==> config.mk <==
export PLATFORM = sky130hd
export DESIGN_NAME = regfile_sb
export DESIGN_NICKNAME = d
export VERILOG_FILES = /design/src/rtl/regfile_pkg.sv /design/src/rtl/rf_pend_cnt.sv /design/src/rtl/regfile_sb.sv
export SDC_FILE = /design/constraint.sdc
export NUM_CORES = 2
export LEC_CHECK = 0
export CAP_MARGIN = 20
export CELL_PAD_IN_SITES_DETAIL_PLACEMENT = 0
export CELL_PAD_IN_SITES_GLOBAL_PLACEMENT = 1
export CORE_UTILIZATION = 40
export CTS_CLUSTER_SIZE = 12
export DETAILED_ROUTE_END_ITERATION = 10
export PLACE_DENSITY_LB_ADDON = 0.12
export SYNTH_ARGS = -nofsm -noshare
export SYNTH_HDL_FRONTEND = slang
export SYNTH_HIERARCHICAL = 1
export SYNTH_SLANG_ARGS = --single-unit
==> constraint.sdc <==
create_clock -name clk -period 3.6 [get_ports clk]
set_clock_uncertainty 0.05 [all_clocks]
set_input_delay 0.36 -clock clk [delete_from_list [all_inputs] [get_ports clk]]
set_output_delay 0.36 -clock clk [all_outputs]
set_load 0.02 [all_outputs]
==> src/rtl/regfile_pkg.sv <==
// Shared widths and types for the multi-port register file with write-back scoreboard.
package regfile_pkg;

  localparam int XLEN  = 32;
  localparam int NREGS = 32;
  localparam int AW    = $clog2(NREGS);

  typedef logic [XLEN-1:0] word_t;
  typedef logic [AW-1:0]   reg_idx_t;

endpackage

==> src/rtl/rf_pend_cnt.sv <==
// Pending-write counter for one architectural register.
// The count is the number of issued producers whose write-back has not landed yet.
// Write-backs landing this cycle (hits) are removed before busy/full are judged,
// so a landing write clears the hazard in the same cycle through the bypass.
module rf_pend_cnt #(
  parameter int PCW = 2,
  parameter int HW  = 1
) (
  input  logic          clk,
  input  logic          rst_n,
  input  logic [HW-1:0] hits,
  input  logic          issue,
  output logic          busy,
  output logic          full,
  output logic          underflow
);

  localparam int CMAX = (1 << PCW) - 1;

  logic [PCW-1:0] cnt_q;
  logic [PCW-1:0] rem;
  logic [PCW-1:0] cnt_d;

  // Remaining count after this cycle's write-backs; clamp at zero on underflow.
  always_comb begin
    underflow = 1'b0;
    rem       = '0;
    cnt_d     = '0;
    if (int'(hits) > int'(cnt_q)) begin
      underflow = 1'b1;
      rem       = '0;
    end else begin
      rem = cnt_q - PCW'(hits);
    end
    busy  = (rem != '0);
    full  = (rem == PCW'(CMAX));
    cnt_d = rem;
    if (issue && !full) begin
      cnt_d = rem + PCW'(1);
    end
  end

  // Counter register, cleared asynchronously.
  always_ff @(posedge clk or negedge rst_n) begin
    if (!rst_n) begin
      cnt_q <= '0;
    end else begin
      cnt_q <= cnt_d;
    end
  end

endmodule

==> src/rtl/regfile_sb.sv <==
// Multi-port integer register file with write-first bypass, x0 hardwired to zero,
// and per-register pending-write counters used by decode to stall on hazards.
//
// Issue handshake: decode holds issue_valid/issue_rd until issue_ready is seen
// high in the same cycle; the issue is accepted exactly when issue_valid &
// issue_ready at the rising edge. When not accepted, nothing changes and decode
// retries with the same destination. issue_rd == 0 is always accepted and has no
// counter effect.
module regfile_sb #(
  parameter int XLEN  = regfile_pkg::XLEN,
  parameter int NREGS = regfile_pkg::NREGS,
  parameter int NRD   = 2,
  parameter int NWR   = 1,
  parameter int PCW   = 2
) (
  input  logic                        clk,
  input  logic                        rst_n,
  input  logic [NRD*$clog2(NREGS)-1:0] raddr,
  output logic [NRD*XLEN-1:0]         rdata,
  output logic [NRD-1:0]              rbusy,
  input  logic [NWR-1:0]              we,
  input  logic [NWR*$clog2(NREGS)-1:0] waddr,
  input  logic [NWR*XLEN-1:0]         wdata,
  input  logic                        issue_valid,
  input  logic [$clog2(NREGS)-1:0]    issue_rd,
  output logic                        issue_ready,
  output logic                        err_underflow
);

  localparam int AW = $clog2(NREGS);
  localparam int HW = $clog2(NWR + 1);

  logic [XLEN-1:0]  mem [NREGS];
  logic [HW-1:0]    hits [NREGS];
  logic [NREGS-1:0] busy_v;
  logic [NREGS-1:0] full_v;
  logic [NREGS-1:0] unf_v;
  logic             issue_acc;
  logic             err_q;

  // Count, per register, how many write ports land on it this cycle (x0 excluded).
  always_comb begin
    for (int r = 0; r < NREGS; r++) begin
      hits[r] = '0;
    end
    for (int p = 0; p < NWR; p++) begin
      if (we[p] && (waddr[p*AW +: AW] != '0)) begin
        hits[waddr[p*AW +: AW]] = hits[waddr[p*AW +: AW]] + HW'(1);
      end
    end
  end

  // One pending counter per real register; x0 is never busy or full.
  for (genvar r = 0; r < NREGS; r++) begin : g_cnt
    if (r == 0) begin : g_zero
      assign busy_v[r] = 1'b0;
      assign full_v[r] = 1'b0;
      assign unf_v[r]  = 1'b0;
    end else begin : g_reg
      rf_pend_cnt #(
        .PCW (PCW),
        .HW  (HW)
      ) u_cnt (
        .clk       (clk),
        .rst_n     (rst_n),
        .hits      (hits[r]),
        .issue     (issue_acc && (issue_rd == AW'(r))),
        .busy      (busy_v[r]),
        .full      (full_v[r]),
        .underflow (unf_v[r])
      );
    end
  end

  assign issue_ready   = (issue_rd == '0) || !full_v[issue_rd];
  assign issue_acc     = issue_valid && issue_ready;
  assign err_underflow = err_q;

  // Read ports: x0 reads zero, else highest-index matching write port bypasses, else array.
  for (genvar i = 0; i < NRD; i++) begin : g_rd
    always_comb begin
      rdata[i*XLEN +: XLEN] = mem[raddr[i*AW +: AW]];
      for (int p = 0; p < NWR; p++) begin
        if (we[p] && (waddr[p*AW +: AW] == raddr[i*AW +: AW])) begin
          rdata[i*XLEN +: XLEN] = wdata[p*XLEN +: XLEN];
        end
      end
      if (raddr[i*AW +: AW] == '0) begin
        rdata[i*XLEN +: XLEN] = '0;
      end
    end
    assign rbusy[i] = busy_v[raddr[i*AW +: AW]];
  end

  // Register array update; later ports override earlier ones on the same address.
  always_ff @(posedge clk or negedge rst_n) begin
    if (!rst_n) begin
      for (int r = 0; r < NREGS; r++) begin
        mem[r] <= '0;
      end
    end else begin
      for (int p = 0; p < NWR; p++) begin
        if (we[p] && (waddr[p*AW +: AW] != '0)) begin
          mem[waddr[p*AW +: AW]] <= wdata[p*XLEN +: XLEN];
        end
      end
    end
  end

  // Sticky underflow flag, cleared only by reset.
  always_ff @(posedge clk or negedge rst_n) begin
    if (!rst_n) begin
      err_q <= 1'b0;
    end else begin
      err_q <= err_q || (|unf_v);
    end
  end

endmodule
Yosys cells after proc, flatten, opt, wreduce, memory -nomap -nowiden:

Memories as Yosys holds them, arrays and structs flattened.
Index checks and enable logic that the tools add are counted.

* bits in registers: 1087
* bits in read-only memories: 32
* input port bits: 56
* output and inout port bits: 68
* logic and storage cells: 488
* memories kept: 1

Memory list
* (name not given): words 32, bits a word 1, read ports 1, clocked after Yosys merged registers in 0, wr ports 0, RTL line regfile_sb.sv:48 `hits[waddr[p*AW +: AW]] = hits[waddr[p*AW +: AW]] + HW'(1);`

* $add $sub $neg: 63
* $lt $le $gt $ge: 38
* equality and inequality tests: 64
* mux-type cells: 117
* bitwise operators: 4
* reductions and logical operators: 137

Operator list (count)
* 1024-bit bitwise mux: 1
* 32-bit binary-select mux with 5-bit select: 2
* 32-bit two-way mux: 9
* 32-bit demux with 5-bit select: 1
* 2-bit two-way mux: 62
* 5-bit == test, second input constant: 16
* 1-bit logical AND: 67
* 2-bit by 1-bit adder with 2-bit output, second input constant: 31
* 2-bit == test, second input constant: 31
* 1-bit by 2-bit greater-than comparator with 1-bit output: 31
* 2-bit nonzero test: 31
* 2-bit by 1-bit subtractor with 2-bit output: 31
* 5-bit by 4-bit == test with 1-bit output, second input constant: 8
* 1-bit two-way mux: 37
* 1-bit logical NOT: 32
* 31-bit AND: 1
* 31-bit two-way mux: 1
* 31-bit OR reduction: 1
* 5-bit by 3-bit == test with 1-bit output, second input constant: 4
* 6-bit greater-or-equal comparator, second input constant: 3
* 5-bit by 6-bit < comparator with 1-bit output, second input constant: 3
* 5-bit NOT with 6-bit output: 3
* 1-bit binary-select mux with 5-bit select: 3
* 5-bit logical NOT: 3
* 8 further kinds: 11

Longest topological paths before layout:

* depth after elaboration: 18
* depth in mapped cells: 17
* depth with buffers taken out: 15

Modules after synthesis:

Netlist, hierarchy kept.

Modules (own cells, without submodules)
* regfile_sb: times used 1, cells each 4139, area an instance 56276.5 µm², seq. area each 25649.6 µm²
* rf_pend_cnt: times used 31, cells each 15, area an instance 170.2 µm², seq. area each 50.0 µm²

Least setup slack after synthesis:

OpenSTA, ideal clock, no wires.

* path kind: in2reg
* from: input waddr[0]
* to: register g_cnt[13].g_reg.u_cnt.cnt_q[1]
* library setup time: 125 ps
* arrival time: 3726 ps
* setup slack: -300 ps
* stages: 14
* path through: buf_2 nor2_1 nand4_1 inv_2 buf_1 ha_1 nor2b_4 nor2_4 ha_1 mux4_2 or4b_2 nor2_1 nand2b_4 mux2_2

RTL lines
* start: declaration: RTL line regfile_sb.sv:22 `input logic [NWR*$clog2(NREGS)-1:0] waddr,`
* end signal: assignment: RTL line rf_pend_cnt.sv:48 `cnt_q <= cnt_d;`
* end: declaration: RTL line rf_pend_cnt.sv:20 `logic [PCW-1:0] cnt_q;`

Final worst setup path:

* from: input waddr[4]
* to: output rbusy[0]

* word-level cells in the longest chain between the ends: 12
* elaborated cells between the ends (all ways): 140
* classes of those cells: add/sub (32); order compare (33); mux (38); bitwise (2); reduce/logical (34); memory (1)

Ends and longest elaborated chain
* 5-bit NOT with 6-bit output (not written as such): RTL line regfile_sb.sv:48
* memory read 32 x 1 bit, or another cell as far along
* 1-bit two-way mux (not written as such) / 1-bit logical AND (equally long branches): RTL line regfile_sb.sv:48
* 1-bit two-way mux (not written as such): RTL line regfile_sb.sv:48
* 1-bit adder / 1-bit demux with 5-bit select (equally long branches): RTL line regfile_sb.sv:48
* 31-bit AND (no line)
* 31-bit two-way mux *: RTL line regfile_sb.sv:47 `if (we[p] && (waddr[p*AW +: AW] != '0)) begin`
* 2-bit by 1-bit subtractor with 2-bit output / 1-bit by 2-bit greater-than comparator with 1-bit output (equally long branches): RTL line rf_pend_cnt.sv:33, rf_pend_cnt.sv:29
* 2-bit two-way mux *: RTL line rf_pend_cnt.sv:29 `if (int'(hits) > int'(cnt_q)) begin`
* 2-bit nonzero test *: RTL line rf_pend_cnt.sv:35 `busy = (rem != '0);`
* net busy_v[11]: RTL line regfile_sb.sv:35 `logic [NREGS-1:0] busy_v;`
* 1-bit binary-select mux with 5-bit select *: RTL line regfile_sb.sv:92 `assign rbusy[i] = busy_v[raddr[i*AW +: AW]];`
* 1-bit two-way mux (not written as such) *: RTL line regfile_sb.sv:92
* end: declaration: RTL line regfile_sb.sv:20 `output logic [NRD-1:0] rbusy,`

The timed path passes the listed nets; every way through them passes the cells marked *. The select of a mux whose other input is x is not followed.

==> results.cfg <==
[synthesis]
postSynthAreaPerCell_um2 = 13.4
ys_seq_area_share_pct = 44.2
yosysWarnings = 6
synthTopCellsByArea = dfrtp_1 44%, mux2_2 17%, mux4_2 14%
ys_types = 64
synthDominantCellAreaShare_pct = 44.2
synth_top_family_by_area = multiplexers
muxShareOfSynthArea_pct = 37.2
synthXorXnorAreaFrac_pct = 0.583
async_flop_share_pct = 100
yosys_register_bits = 1087
netlist_area_mm2 = 0.0616
synth_top_area_cell = dfrtp_1
synthAdderAreaFrac_pct = 1.89
synth_compound_area_share_pct = 5.74
synth-edff-count = 0
synth_nets = 4753
synthSimpleGateAreaFrac_pct = 5.85
synthFlopType = dfrtp_1
syn_inst = 4604

[route]
first_pass_iters = 7
finalWirelength_um = 231000
drt_iter0_markers = 3511
wire_per_inst_um = 33.0
drc = 0
ant_nets = 0
dr_total_vias = 42542
viasPerCell = 6.08

[floorplanning]
rows = 143
start_util_pct = 40.4
fp.dieH_um = 394
dieWidth_um = 394
pin_count = 124
core_area_mm2 = 0.152
dieArea_mm2 = 0.155

[finish]
num-nets-final = 5012
drive_gt1_share_pct = 46.6
layout_common_cells = 1,087 x dfrtp_1, 940 x mux2_2, 408 x buf_4
stdcell_area_mm2 = 0.0724
final_common_cell = dfrtp_1
fillCellCount = 13495
area_growth_pct = 17.7

[grt]
grt_max_degree = 90
grt_util_all_layers_pct = 29.9
gr-total-overflow = 0
met3_usage_pct = 4.45
grt_use_met1_pct = 42.2
grt_pass1_wl_um = 334000
grt_use_met2_pct = 47.4
first_global_vias = 44044
antenna_found_initial = 12
top_usage_layer = met2

[worst_setup_path]
startpoint_type = input port
critPathKind = in2out
rr_startpoint = g_cnt[15].g_reg.u_cnt/cnt_q[0]
cp-end-kind = output port
rr_worst_depth = 11
crit_start = waddr[4]
r2r_end = g_cnt[13].g_reg.u_cnt/cnt_q[1]
arrival_ns = 3.28
rrSetupSlack_ns = 0.73
crit_required_ns = 3.19
path_max_fanout = 8

[timing]
setup_viol = 3
max_freq_ghz = 0.271
period_minus_slack_ns = 3.69
slew_headroom_pct = 17.3
drv_slew = 0
worst_pin_slew_ns = 1.24
hold_ws_ns = 0.163
hold_viol_final = 0
finalCritPeriodShare_pct = 102
rsz0062_at_grt = yes
fin_ws_ns = -0.0879

[placed_design]
place.gp.congestion = 0.810
portBuffers = 123
place_area_mm2 = 0.0677
dp_hpwl_um = 140000

[pwr]
p_sw_uw = 12200
leakagePower_uw = 0.0324
p_seq_share_pct = 40.6
p_int_uw = 28600
ir_worst_vdd_v = 0.000494
comb_power_share_pct = 26.0
switching_share_pct = 30.0
power_density_mw_per_mm2 = 563
p_clk_share_pct = 33.4

[status]
violations = setup timing
status = complete, but fails checks

[cts]
numCtsBuffers = 133
clk_pin_slew_ns = 0.05
insertion_delay_ns = 0.79
cts.sinks = 1087
clockBufferDepth = 3
root_buffer = clkbuf_16
cts_tree = done
cts_max_level = 4

[job]
cap_violations = 0

[hold_path]
hold_class = in2async
-- critical path, stage by stage --
cell     delay [ns]
buf_2          0.12
buf_12         0.14
nor2b_4        0.15
and2_4         0.18
buf_12         0.12
nor2b_4        0.15
ha_2           0.17
nor2b_4        0.16
nor2_4         0.05
inv_1          0.05
ha_1           0.13
inv_1          0.04
mux4_2         0.48
mux4_2         0.52
mux2_4         0.30
buf_6          0.13
-- synthesized netlist by cell type (8+ instances only) --
| cell | count |
|---|---|
| dfrtp_1 | 1087 |
| mux2_2 | 942 |
| mux4_2 | 396 |
| mux2i_1 | 311 |
| nand2_1 | 304 |
| clkbuf_1 | 228 |
| a22oi_1 | 160 |
| inv_1 | 140 |
| buf_2 | 131 |
| ha_1 | 93 |
| nor2_1 | 80 |
| a21oi_1 | 70 |
| o21ai_0 | 47 |
| buf_1 | 44 |
| xnor2_1 | 39 |
| buf_4 | 35 |
| nand2b_2 | 31 |
| nand2b_4 | 31 |
| nor2_4 | 31 |
| nor2b_4 | 31 |
| a31oi_1 | 30 |
| buf_6 | 27 |
| o2111ai_1 | 25 |
| mux2_1 | 24 |
| o22a_1 | 23 |
| a221oi_1 | 21 |
| a22o_1 | 20 |
| a221o_1 | 19 |
| o211ai_1 | 18 |
| o22ai_1 | 18 |
| nor3_1 | 16 |
| nand3_1 | 15 |
| nor2b_1 | 14 |
| o221a_2 | 14 |
| nand4_1 | 11 |
| nand2b_1 | 10 |
| o221ai_1 | 9 |
| nor4_1 | 8 |
-- cell type report --
cell class,count,area (um2),share of cell area (%)
clock inverter,44,528,0.729
antenna,4,10.0,0.0138
sequential,1087,27200,37.6
tap,2030,2540,3.51
multi-input combinational,2908,32100,44.3
inverter,143,537,0.741
clock buffer,191,3840,5.30
timing repair buffer,590,5660,7.82
-- metrics by stage --
step / setup slack (ns) / total power [uW] / utilization, % / setup TNS (ns) / std cells
2_1_floorplan: -0.0116 / 23600 / - / -0.0223 / 4604
3_3_place_gp: -1.13 / 27000 / 44.5 / -34.32 / 6738
3_5_place_dp: -1.15 / 27300 / 44.5 / -35.27 / 6739
4_1_cts: -0.114 / 41100 / 47.5 / -0.237 / 6992
5_1_grt: -0.184 / 42800 / 47.6 / -0.496 / 6996
6_report: -0.0879 / 40800 / 47.6 / -0.162 / 6997
-- power by group through the flow --
stage	clock network (uW)	logic (uW)	registers, uW
after floorplan	0	7380	16200
after global placement	0	10300	16700
after detailed placement	0	10500	16800
after CTS	13900	10700	16600
after global routing	14400	11400	16900
final	13600	10600	16600
-- metal layers --
layer  vias up  routed length, um
met2      1485             109000
met3       335              13500
met1     23050             102000
met4         2               6940
li1      17670                  -
met5         -                 13
-- timing repair --
item | 4_1_cts | 5_1_grt
hold buffers | 1 | 0
buffers inserted | 21 | 1
pin swaps | 14 | 1
resized for setup | 108 | 7
endpoints found under the hold margin | 40 | 0
endpoints found under the setup margin | 25 | 17
-- flip-flops by register name, indices dropped and copies added (netlist names) --
| name | cells |
|---|---|
| err_underflow | 1 |
| g_cnt.g_reg.u_cnt/cnt_q | 62 |
| mem | 1024 |
-- cell families after synthesis --
| kind of cell | after synthesis |
|---|---|
| AOI/OAI and AO/OA | 486 |
| xor gates and xnor gates | 41 |
| adders and majority gates | 93 |
| buffers and inverters | 609 |
| DFF | 1087 |
| muxes | 1673 |
| and+or+nand+nor | 615 |
-- worst max-delay path by stage --
stage	to	slack, ns	cells after the start
after floorplan	rbusy[1]	-0.01	13
after global placement	rbusy[1]	-1.13	16
after detailed placement	rbusy[1]	-1.15	16
after CTS	rbusy[0]	-0.11	11
after global routing	rbusy[0]	-0.18	11
final	rbusy[0]	-0.09	16
(Power assumes the default switching activity.)
